$ cat src/rtl/usb4_lane_scrambler.sv
// Multi-lane, multi-bit-per-clock Galois LFSR scrambler/descrambler for the USB4 logical layer.
// Each lane advances its own LFSR DW steps per accepted, non-bypassed beat; output is a single register stage.
module usb4_lane_scrambler #(
  parameter int unsigned LANES = 2,
  parameter int unsigned DW = 8,
  parameter int unsigned LFSR_W = 23,
  parameter logic [LFSR_W-1:0] POLY = 23'h210125,
  parameter logic [LANES*LFSR_W-1:0] SEEDS = {23'h0607BB, 23'h1DBFBC}
) (
  input  logic                   clk,
  input  logic                   rst,
  input  logic                   scr_rst,
  input  logic                   bypass,
  input  logic                   in_valid,
  output logic                   in_ready,
  input  logic [LANES*DW-1:0]    in_data,
  output logic                   out_valid,
  input  logic                   out_ready,
  output logic [LANES*DW-1:0]    out_data,
  output logic                   rst_ack,
  output logic [LFSR_W-1:0]      lfsr0_dbg
);

  localparam int unsigned BW = LANES * DW;

  logic [LFSR_W-1:0] lfsr     [LANES];
  logic [LFSR_W-1:0] lfsr_nxt [LANES];
  logic [LFSR_W-1:0] start;
  logic [LFSR_W-1:0] walk;
  logic              key;
  logic [BW-1:0]     scr_data;
  logic              accept;

  assign in_ready  = !out_valid || out_ready;
  assign accept    = in_valid && in_ready;
  assign lfsr0_dbg = lfsr[0];

  // Bit-serial walk unrolled DW times per lane; a restart substitutes the seed as the start state.
  always_comb begin
    scr_data = '0;
    start    = '0;
    walk     = '0;
    key      = 1'b0;
    for (int n = 0; n < LANES; n++) begin
      lfsr_nxt[n] = '0;
    end
    for (int n = 0; n < LANES; n++) begin
      start = scr_rst ? SEEDS[n*LFSR_W +: LFSR_W] : lfsr[n];
      walk  = start;
      for (int i = 0; i < DW; i++) begin
        key = walk[LFSR_W-1];
        scr_data[n*DW + i] = in_data[n*DW + i] ^ key;
        walk = {walk[LFSR_W-2:0], 1'b0} ^ (key ? POLY : '0);
      end
      lfsr_nxt[n] = (accept && !bypass) ? walk : start;
    end
  end

  always_ff @(posedge clk or posedge rst) begin
    if (rst) begin
      for (int n = 0; n < LANES; n++) begin
        lfsr[n] <= SEEDS[n*LFSR_W +: LFSR_W];
      end
    end else begin
      for (int n = 0; n < LANES; n++) begin
        lfsr[n] <= lfsr_nxt[n];
      end
    end
  end

  // Output register: overwritten on accept, otherwise drained by out_ready.
  always_ff @(posedge clk or posedge rst) begin
    if (rst) begin
      out_valid <= 1'b0;
      out_data  <= '0;
      rst_ack   <= 1'b0;
    end else begin
      rst_ack <= scr_rst;
      if (accept) begin
        out_valid <= 1'b1;
        out_data  <= bypass ? in_data : scr_data;
      end else if (out_ready) begin
        out_valid <= 1'b0;
      end
    end
  end

endmodule

$ cat config.mk
export PLATFORM = sky130hd
export DESIGN_NAME = usb4_lane_scrambler
export DESIGN_NICKNAME = d
export VERILOG_FILES = /design/src/rtl/usb4_lane_scrambler.sv
export SDC_FILE = /design/constraint.sdc
export NUM_CORES = 1
export LEC_CHECK = 0
export CAP_MARGIN = 20
export CORE_ASPECT_RATIO = 1.75
export CORE_MARGIN = 2
export CORE_UTILIZATION = 57
export DETAILED_ROUTE_END_ITERATION = 16
export PLACE_DENSITY = 0.86
export SLEW_MARGIN = 20
export SYNTH_ARGS = -nofsm -noshare
export SYNTH_HDL_FRONTEND = slang
export SYNTH_SLANG_ARGS = --single-unit
export TNS_END_PERCENT = 10
$ cat constraint.sdc
create_clock -name clk -period 4.15 [get_ports clk]
set_input_delay 0.415 -clock clk [delete_from_list [all_inputs] [get_ports clk]]
set_output_delay 0.415 -clock clk [all_outputs]
set_load 0.02 [all_outputs]
==> metrics.md, run 1 <==
| Metric | Value |
|---|---|
| Layout cell share with drive strength beyond 1 | 0.133 |
| CP Class | in -> reg |
| Vias/cell | 5.40 |
| Fmax | around 0.45 GHz |
| Starting density of the core | 0.591 |
| Worst setup path end | lfsr[12] |
| Final GP Congestion | 0.773 |
| Switching Share | 0.341 |
| GRT Resource Usage Total | 0.255 |
| Max-Cap Viols | 0 |
| Final worst-path cycle share | 0.532 |
| Main combinational cell family by area after synthesis | XOR/XNOR gates |
| Cell depth of the worst flop-to-flop path | 5 |
| Clock power frac | 0.241 |
| Vias | roughly 2.5k |
| Slew @ Worst Pin | just under 900 ps |
| Gates resized, CTS repair | 0 |
| CP Capture Type | flip-flop |
| PortBufs | 63 |
| Die ar. | a little under 7000 µm² |
| First DRT Iteration DRCs | approximately 150 |
| Synth-to-Final Area Change | 19.6% |
| Mux share of post-synthesis cell area | 0 |
| Die Ht | about 110 µm |
| Flop-to-flop setup slack | between 1500 and 2000 ps |
| Tmin final | 2210 ps |
| Chip width | 63.0 µm |
| Nets | 408 |
| Status | finished clean |
| Synth cell types | 30 |
| Switching power | 0.675 mW |
| Final setup viols | 0 |
| Hold Crit Class | reg -> reg |
| Final Core Density | 0.707 |
| FILL cells | between 400 and 500 |
| Pwr dens | 477 nW/µm² |
| CP Launch Type | input pin |
| Register Area | 1640 µm² |
| Worst Path Required | 4340 ps |
| Final hold vios | 0 |
| Synth Area in Adders | 0 |
| GRT Residual Overflow | 0 |
| Initial antenna violation count | 0 |
| Post-synthesis cell count | 350 |
| Wire length per cell | 16.6 µm |
| Worst path max stage delay | 650 ps |
| Row count | 37 |
| CP arrival | 2400 ps |
| RSZ-0062 raised after global routing | no |
| Crit path cell chain | clkdlybuf4s50_1, nand3b_1, buf_4, nor2_1, a21oi_1 |
| Launching point of the worst reg2reg path | lfsr0_dbg[22] |
| Clock latency on the worst-skew pair | 350 ps |
| DP Area | 3990 µm² |
| Hpwl dp | just over 5000 µm |
| TritonRoute pass-1 iters | 4 |
| Setup Total Neg Slack | 0 ps |
| TritonCTS Buffers | 9 |
| Synth Area in Simple Gates | 0.0885 |
| Worst hold path stage count | 2 |
| Clock sinks | 64 |
| Mapped Area | 3480 µm² |
| Commonest non-fill, non-tap cells in the layout | clkdlybuf4s50_1, nand2_1, xnor2_1 |
| CP max stage cell | nor2_1 |
| Maximum fanout along the worst path | 41 |
| Final wirelength | 7790 µm |
| Setup Skew | 5.40 ps |
| Reg clk slew, reported paths | 60 ps |
| Post-DRT Antenna Nets | 0 |
| Synthesized Nets | approximately 370 |
| Max-slew headroom | 0.420 |
| Warnings, synthesis | 0 |
| Multi-input gate area | between 1500 and 2000 µm² |
| Critical Path Start | bypass |
| Pleak | 1.70 nW |
| Max Slew Vio Count | 0 |
| Combinational Power Share | 0.358 |
| N_diodes | 0 |
| # H-tree levels | 3 |
| Peak VDD IR | 0.297 mV |
| Register area share after synthesis | 0.470 |
| Clock buffer depth | 2 |
| Hold-fix buffers at CTS | 0 |
| Pin count of the biggest net entering global routing | 44 |
| Sequential share of power | 0.401 |
| Vias in the first global route | between 2k and 3k |
| Remaining DRCs | 0 |
| I/O Pins | 64 |
| Post-Synth XOR/XNOR Area | 0.232 |
| Syn_area_per_cell | about 9.9 µm² |
| Number of synthesized register bits | 64 |
| P_int | 1.31 mW |
| Global-route wire length before repair | approximately 13000 µm |
| Core Box Area | 5880 µm² |
| Clock root cell | clkbuf_8 |
| Commonest non-fill, non-tap cell in the layout | clkdlybuf4s50_1 |
| CTS tree | built |
| Synth Area in Compound Gates | 0.131 |
| Post-CTS setup buffers | 0 |
| Reg2reg end | out_data[6] |
| Final Cell Area | 4160 µm² |
==> area by class of cell <==
cell class | instances | area share
flip-flops and latches | 64 | 0.393
multi-input cells | 239 | 0.377
repair buffers | 69 | 0.162
clock buffers | 16 | 0.0409
well taps | 78 | 0.0235
inverters | 3 | 0.00271
==> kinds of logic (layout without fill, tap and decap cells) <==
| group | count (synthesis) | in the layout |
|---|---|---|
| buffers and inverters | 47 | 88 |
| DFF | 64 | 64 |
| xor gates and xnor gates | 80 | 80 |
| AOI/OAI and AO/OA | 82 | 82 |
| and+or+nand+nor | 77 | 77 |
==> worst max-delay path: cells and delay by family <==
family | cells | cell delay, ps
simple gates | 2 | 920
compound gates | 1 | 170
buf+inv | 2 | 900
==> power by group through the flow <==
stage	clock [mW]	combinational [mW]	sequential, mW
2_1_floorplan	0	0.503	0.816
3_3_place_gp	0	0.691	0.799
3_5_place_dp	0	0.707	0.803
4_1_cts	0.485	0.714	0.793
5_1_grt	0.509	0.774	0.805
6_report	0.477	0.710	0.794
==> synthesized netlist by cell type <==
library cell  number  area (µm²)
o21ai_1            1        5.00
buf_4             25         188
a22oi_1            1        7.51
nand3_1            2        10.0
a211oi_1           4        30.0
nand2b_1           2        12.5
nor2_1            19        71.3
clkinv_1           1        3.75
dfrtp_1           37         926
xor2_1            30         263
xnor3_1            2        45.0
nand3b_1           1        7.51
xnor2_4            1        27.5
xnor3_2            2        47.6
xor2_2             3        48.8
nor3_1             6        30.0
a21oi_1           27         135
o21ai_0           37         185
a22o_1             1        8.76
clkbuf_1          16        60.1
dfstp_2           27         709
xnor2_2            1        16.3
buf_1              1        3.75
buf_2              2        10.0
inv_1              2        7.51
o22ai_1            1        6.26
nand2_1           47         176
xnor2_1           41         359
o211ai_1           9        67.6
o2bb2ai_1          1        8.76
==> state kept, by name, indices dropped and copies added, names as in the netlist <==
register and count:
lfsr 23, rst_ack 1, lfsr0_dbg 23, out_valid 1, out_data 16
==> per-stage QoR <==
stage | cells | power (mW) | worst slack (ps) | hold WS [ps]
after floorplan | 350 | 1.32 | 2180 | 446
after global placement | 453 | 1.49 | 1700 | 461
after detailed placement | 453 | 1.51 | 1630 | 469
after CTS | 469 | 1.99 | 1940 | 483
after global routing | 469 | 2.09 | 1770 | 506
final | 469 | 1.98 | 1940 | 478
==> worst min path at each step <==
stage                   end    startpoint
2_1_floorplan       rst_ack       scr_rst
3_3_place_gp   out_data[12]  out_data[12]
3_5_place_dp    out_data[7]   out_data[7]
4_1_cts         out_data[7]   out_data[7]
5_1_grt         out_data[0]   out_data[0]
6_report        out_data[0]   out_data[0]
==> metal layers <==
layer,share of wire,vias to the layer above,track usage
met5,0,-,0
met4,0.025,0,0.140
met3,0.046,16,0.0596
met2,0.52,81,0.424
met1,0.41,1241,0.303
li1,-,1196,-
No activity file was read; power rests on OpenSTA's default activity.
==> run 2: changes to the inputs <==
- CORE_UTILIZATION: 57 -> 53
- PLACE_DENSITY: 0.86 -> 0.81
- clock period: 4.15 -> 2.1 ns (I/O delays scaled with it)
==> run 2 against run 1 <==
Die area rose by 7.2%. Non-clock buffer count grew 8. Critical path type is now reg -> reg. Count of clock-buffer cells in the layout fell by 5. First-iteration DRC count is 3.4% higher. Via count increased by 2.4%. Worst hold slack worse by 210 ps. Sequential share of layout area down 2.1 points. Critical path depth unchanged. Highest routed layer unchanged. Clock power grew to 3.2 times the previous value. Sequential power grew 96%. Clock skew hardly changed.
==> metrics.md, run 2 (same netlist as run 1, synthesis figures left out) <==
| Metric | Value |
|---|---|
| GRT Residual Overflow | 0 (unchanged) |
| Hold-fix buffers at CTS | 0 (unchanged) |
| Metal2 WL | 4150 µm (+2.1%) |
| N_diodes | 0 (unchanged) |
| CP Launch Type | flip-flop |
| Die Ht | 111 µm (+3.6%) |
| Die ar. | 7250 µm² (+7.2%) |
| Pleak | 1.82 nW (+6.6%) |
| CTS tree | built |
| Setup Skew | 5.09 ps (-0.315 ps) |
| Final worst-path cycle share | 0.945 |
| Post-DRT Antenna Nets | 0 (unchanged) |
| Starting density of the core | 0.540 (-0.0516) |
| Fmax | 0.504 GHz |
| Pwr Total | 4.55 mW (+130%) |
| Global-route wire length before repair | 13200 µm (+2.2%) |
| Gates resized, CTS repair | 0 (unchanged) |
| Tmin final | 1980 ps |
| Final setup viols | 0 (unchanged) |
| I/O Pins | 64 (unchanged) |
| CP arrival | 2200 ps (-200 ps) |
| Pwr dens | 1040 nW/µm² (+120%) |
| Max Slew Vio Count | 0 (unchanged) |
| Nets | 416 (+2.0%) |
| FILL cells | 497 (+13%) |
| Setup Total Neg Slack | 0 ps (unchanged) |
| Hpwl dp | 5380 µm (+3.6%) |
| Top layer in use | met4 |
| Pin count of the biggest net entering global routing | 65 (+48%) |
| Final hold vios | 0 (unchanged) |
| Maximum fanout along the worst path | 6 (-85%) |
| Peak VDD IR | 0.563 mV (+90%) |
| Slew @ Worst Pin | 896 ps (+27.5 ps) |
| Clock sinks | 64 (unchanged) |
| Chip width | 65.2 µm (+3.5%) |
| Initial antenna violation count | 0 (unchanged) |
| RSZ-0062 raised after global routing | no |
| Worst Path Required | 2320 ps (-2020 ps) |
| Final Cell Area | 4400 µm² (+5.7%) |
| Max-slew headroom | 0.401 (-0.0197) |
| Status | finished clean |
| Met3 wire length | 491 µm (+36%) |
| Hold Crit Class | in -> async |
| Commonest non-fill, non-tap cell in the layout | clkdlybuf4s50_1 |
| Final wirelength | 8070 µm (+3.6%) |
| Synth-to-Final Area Change | 26.5% |
| Clock buffer depth | 2 (unchanged) |
| PortBufs | 63 (unchanged) |
| Layout cell share with drive strength beyond 1 | 0.163 (+0.0299) |
| Reg clk slew, reported paths | 60 ps (about the same) |
| Core Box Area | 6440 µm² (+9.6%) |
| Launching point of the worst reg2reg path | lfsr[17] |
| Placed instance count | 465 (+2.6%) |
| CP Class | reg -> reg |
| Final GP Congestion | 0.799 (+3.4%) |
| Post-CTS setup buffers | 0 (unchanged) |
| Fin cells | 481 (+2.6%) |
| Flop-to-flop setup slack | 120 ps (-1840 ps) |
| First DRT Iteration DRCs | 151 (+3.4%) |
| # H-tree levels | 3 (unchanged) |
| Reg2reg end | lfsr[8] |
| TritonCTS Buffers | 9 (unchanged) |
| DP Area | 4080 µm² (+2.3%) |
| TritonRoute pass-1 iters | 5 (+1) |
| Wire length per cell | 16.8 µm (+1.0%) |
| Vias | 2596 (+2.4%) |
| Vias in the first global route | 2575 (-0.23%) |
| Remaining DRCs | 0 (unchanged) |
| GRT Resource Usage Total | 0.239 (-0.0164) |
| CP Capture Type | flip-flop |
| Post-Route M1 WL | 3290 µm (+3.4%) |
| Commonest non-fill, non-tap cells in the layout | clkdlybuf4s50_1, nand2_1, xnor2_1 |
| Clock latency on the worst-skew pair | 330 ps (-20 ps) |
| Cell depth of the worst flop-to-flop path | 5 (unchanged) |
| Max-Cap Viols | 0 (unchanged) |
| Vias/cell | 5.40 (-0.11%) |
| Clock root cell | clkbuf_16 |
| Row count | 39 (+5.4%) |
==> run 2: through the flow <==
stage | hold slack (ps) | worst slack (ps) | utilization
final | 268 | 115 | 0.683
after global routing | 313 | 25.6 | 0.683
after CTS | 288 | 47.0 | 0.681
after detailed placement | 469 | 59.8 | 0.633
after global placement | 461 | 95.5 | 0.633
after floorplan | 241 | 281 | -
==> run 2: how the worst max path moves through the flow <==
stage,start,cells after the start,end,slack [ps]
final,lfsr[17],5,lfsr[8],120
after global routing,lfsr[17],5,lfsr[8],30
after CTS,lfsr[17],5,lfsr[8],50
after detailed placement,lfsr[17],5,lfsr[8],60
after global placement,lfsr[17],5,lfsr[8],100
after floorplan,out_valid,6,lfsr0_dbg[6],280
==> run 2: cell type report <==
| type | instances | area, µm² | share of cell area |
|---|---|---|---|
| multi-input cells | 239 | 1580 | 0.359 |
| clock inverters | 5 | 55.1 | 0.0125 |
| inverters | 3 | 11.3 | 0.00256 |
| repair buffers | 77 | 761 | 0.173 |
| well taps | 82 | 103 | 0.0233 |
| flip-flops and latches | 64 | 1640 | 0.372 |
| clock buffers | 11 | 253 | 0.0575 |
==> run 2: critical path, cell delays in order, from the launching register on <==
cell and delay (ps):
dfstp_2 560, xnor3_2 550, xor2_4 310, xor2_1 210, xnor2_1 150, a21oi_1 90
==> run 2: power by group <==
part           total, mW  switching, mW  leakage [nW]  internal (mW)
Combinational       1.48          0.779         0.914          0.703
Sequential          1.56          0.134         0.755           1.43
Clock               1.51          0.534         0.148          0.978
Total               4.55           1.45          1.82           3.11
==> run 2: routing by layer <==
metal	GRT usage	vias up
met5	0	-
met4	0.0819	0
met3	0.0528	13
met2	0.394	98
met1	0.306	1269
li1	-	1216
==> run 3: changes to the inputs <==
- CORE_UTILIZATION: 53 -> 40
- PLACE_DENSITY: 0.81 -> not set
==> run 3 against run 2 <==
Setup slack better by 41 ps. Total power down 5.0%. Maximum frequency up 2.1%. Highest routed layer unchanged. Via count shrank 2.8%. Sequential share of layout area is essentially flat. Worst hold slack is essentially flat.
==> metrics.md, run 3 (same netlist as run 1, synthesis figures left out) <==
| Metric | Value |
|---|---|
| Status | finished clean |
| Initial antenna violation count | 0 (unchanged) |
| Clock buffer depth | 2 (unchanged) |
| Combinational Power Share | 0.336 (+0.011) |
| Nets | 417 (+0.24%) |
| # H-tree levels | 3 (unchanged) |
| GRT Residual Overflow | 0 (unchanged) |
| Clock root cell | clkbuf_16 |
| Hold-fix buffers at CTS | 0 (unchanged) |
| First DRT Iteration DRCs | 77 (-49%) |
| Cell depth of the worst flop-to-flop path | 5 (unchanged) |
| Fin cells | 516 (+7.3%) |
| Wire length per cell | 15.6 µm (-7.3%) |
| Row count | 45 (+15%) |
| Global-route wire length before repair | 13200 µm (-0.11%) |
| Vias/cell | 4.89 (-9.4%) |
| Remaining DRCs | 0 (unchanged) |
| Maximum fanout along the worst path | 6 (unchanged) |
| N_diodes | 0 (unchanged) |
| Final GP Congestion | 0.759 (-5.0%) |
| Tmin final | 1940 ps (-40.9 ps) |
| Die Ht | 127 µm (+15%) |
| Final hold vios | 0 (unchanged) |
| Hpwl dp | 5540 µm (+3.0%) |
| Worst Path Required | 2350 ps (+30 ps) |
| Pwr Total | 4.33 mW (-5.0%) |
| Final wirelength | 8030 µm (-0.51%) |
| TritonRoute pass-1 iters | 6 (+1) |
| Placed instance count | 501 (+7.7%) |
| Post-DRT Antenna Nets | 0 (unchanged) |
| GRT Resource Usage Total | 0.184 (-0.0551) |
| Switching Share | 0.318 (+0.000462) |
| Final setup viols | 0 (unchanged) |
| Hold_ws | 268 ps (-0.290 ps) |
| Sequential share of power | 0.361 (+0.018) |
| Clock sinks | 64 (unchanged) |
| Die ar. | 9480 µm² (+31%) |
| CTS tree | built |
| Pwr dens | 983 nW/µm² (-5.1%) |
| Post-CTS setup buffers | 0 (unchanged) |
| Vias in the first global route | 2707 (+5.1%) |
| Final worst-path cycle share | 0.926 (-0.0195) |
| Hold Crit Class | in -> async |
| Starting density of the core | 0.406 (-0.134) |
| Setup Skew | 6.16 ps (+1.07 ps) |
| Max Slew Vio Count | 0 (unchanged) |
| Pleak | 1.80 nW (-0.75%) |
| RSZ-0062 raised after global routing | no |
| Gates resized, CTS repair | 0 (unchanged) |
| Max-slew headroom | 0.668 (+0.268) |
| CP Class | reg -> reg |
| Setup Total Neg Slack | 0 ps (unchanged) |
| Commonest non-fill, non-tap cell in the layout | clkdlybuf4s50_1 |
| Slew @ Worst Pin | 496 ps (-400 ps) |
| Fmax | 0.514 GHz (+2.1%) |
| Layout cell share with drive strength beyond 1 | 0.153 (-0.0100) |
| TritonCTS Buffers | 9 (unchanged) |
| P_int | 2.95 mW (-5.1%) |
| Reg clk slew, reported paths | 50 ps (about the same) |
| CP Capture Type | flip-flop |
| I/O Pins | 64 (unchanged) |
| Peak VDD IR | 0.469 mV (-17%) |
| Commonest non-fill, non-tap cells in the layout | clkdlybuf4s50_1, nand2_1, xnor2_1 |
| CP Launch Type | flip-flop |
| Pin count of the biggest net entering global routing | 65 (unchanged) |
| Core Box Area | 8560 µm² (+33%) |
| Max-Cap Viols | 0 (unchanged) |
| Chip width | 74.5 µm (+14%) |
| Switching power | 1.38 mW (-4.8%) |
| Synth-to-Final Area Change | 26.6% (about the same) |
| Vias | 2523 (-2.8%) |
| Clock power frac | 0.304 (-0.028) |
| Clock latency on the worst-skew pair | 330 ps (about the same) |
| CP arrival | 2190 ps (about the same) |
| PortBufs | 63 (unchanged) |
[run 3: path summary, 6_finish.rpt]
check | from | end | slack (ps)
worst max-delay path | lfsr0_dbg[19] | lfsr0_dbg[8] | 160
worst min-delay path | rst | out_data[3] | 270
worst max register to register | lfsr0_dbg[19] | lfsr0_dbg[8] | 160
worst min register to register | out_data[2] | out_data[2] | 470
max in group asynchronous | rst | lfsr[3] | 1500
min in group clk | out_data[2] | out_data[2] | 470
[run 3: power by group through the flow]
stage / clock network, mW / registers, mW / logic, mW
3_3_place_gp: 0 / 1.58 / 1.45
2_1_floorplan: 0 / 1.61 / 0.994
4_1_cts: 1.35 / 1.56 / 1.47
3_5_place_dp: 0 / 1.58 / 1.46
6_report: 1.31 / 1.56 / 1.45
5_1_grt: 1.40 / 1.58 / 1.59
[run 3: worst max-delay path, stage by stage, from the launching register on]
cell,delay (ps)
dfstp_2,610
xnor3_2,480
xnor2_4,350
xor2_1,210
xnor2_1,140
o21ai_1,70
[run 3: metrics by stage]
step | cell area, µm² | worst slack (ps) | util
2_1_floorplan | 3480 | 281 | -
3_3_place_gp | 4140 | 143 | 0.484
3_5_place_dp | 4140 | 142 | 0.484
4_1_cts | 4400 | 127 | 0.514
5_1_grt | 4400 | 6.43 | 0.514
6_report | 4400 | 156 | 0.514
[run 3: cell type report]
type	instances	area [µm²]
clock buffer	14	254
clock inverter	1	5.00
fill	821	4160
inverter	3	11.3
multi-input combinational	239	1570
sequential	64	1640
tap	117	146
timing repair buffer	78	781
[run 3: layer usage]
layer / vias up / track usage / wire (µm)
met5: - / 0 / 0
met3: 9 / 0.0355 / 315
li1: 1212 / - / -
met2: 64 / 0.301 / 4080
met4: 0 / 0.0830 / 128
met1: 1238 / 0.230 / 3510
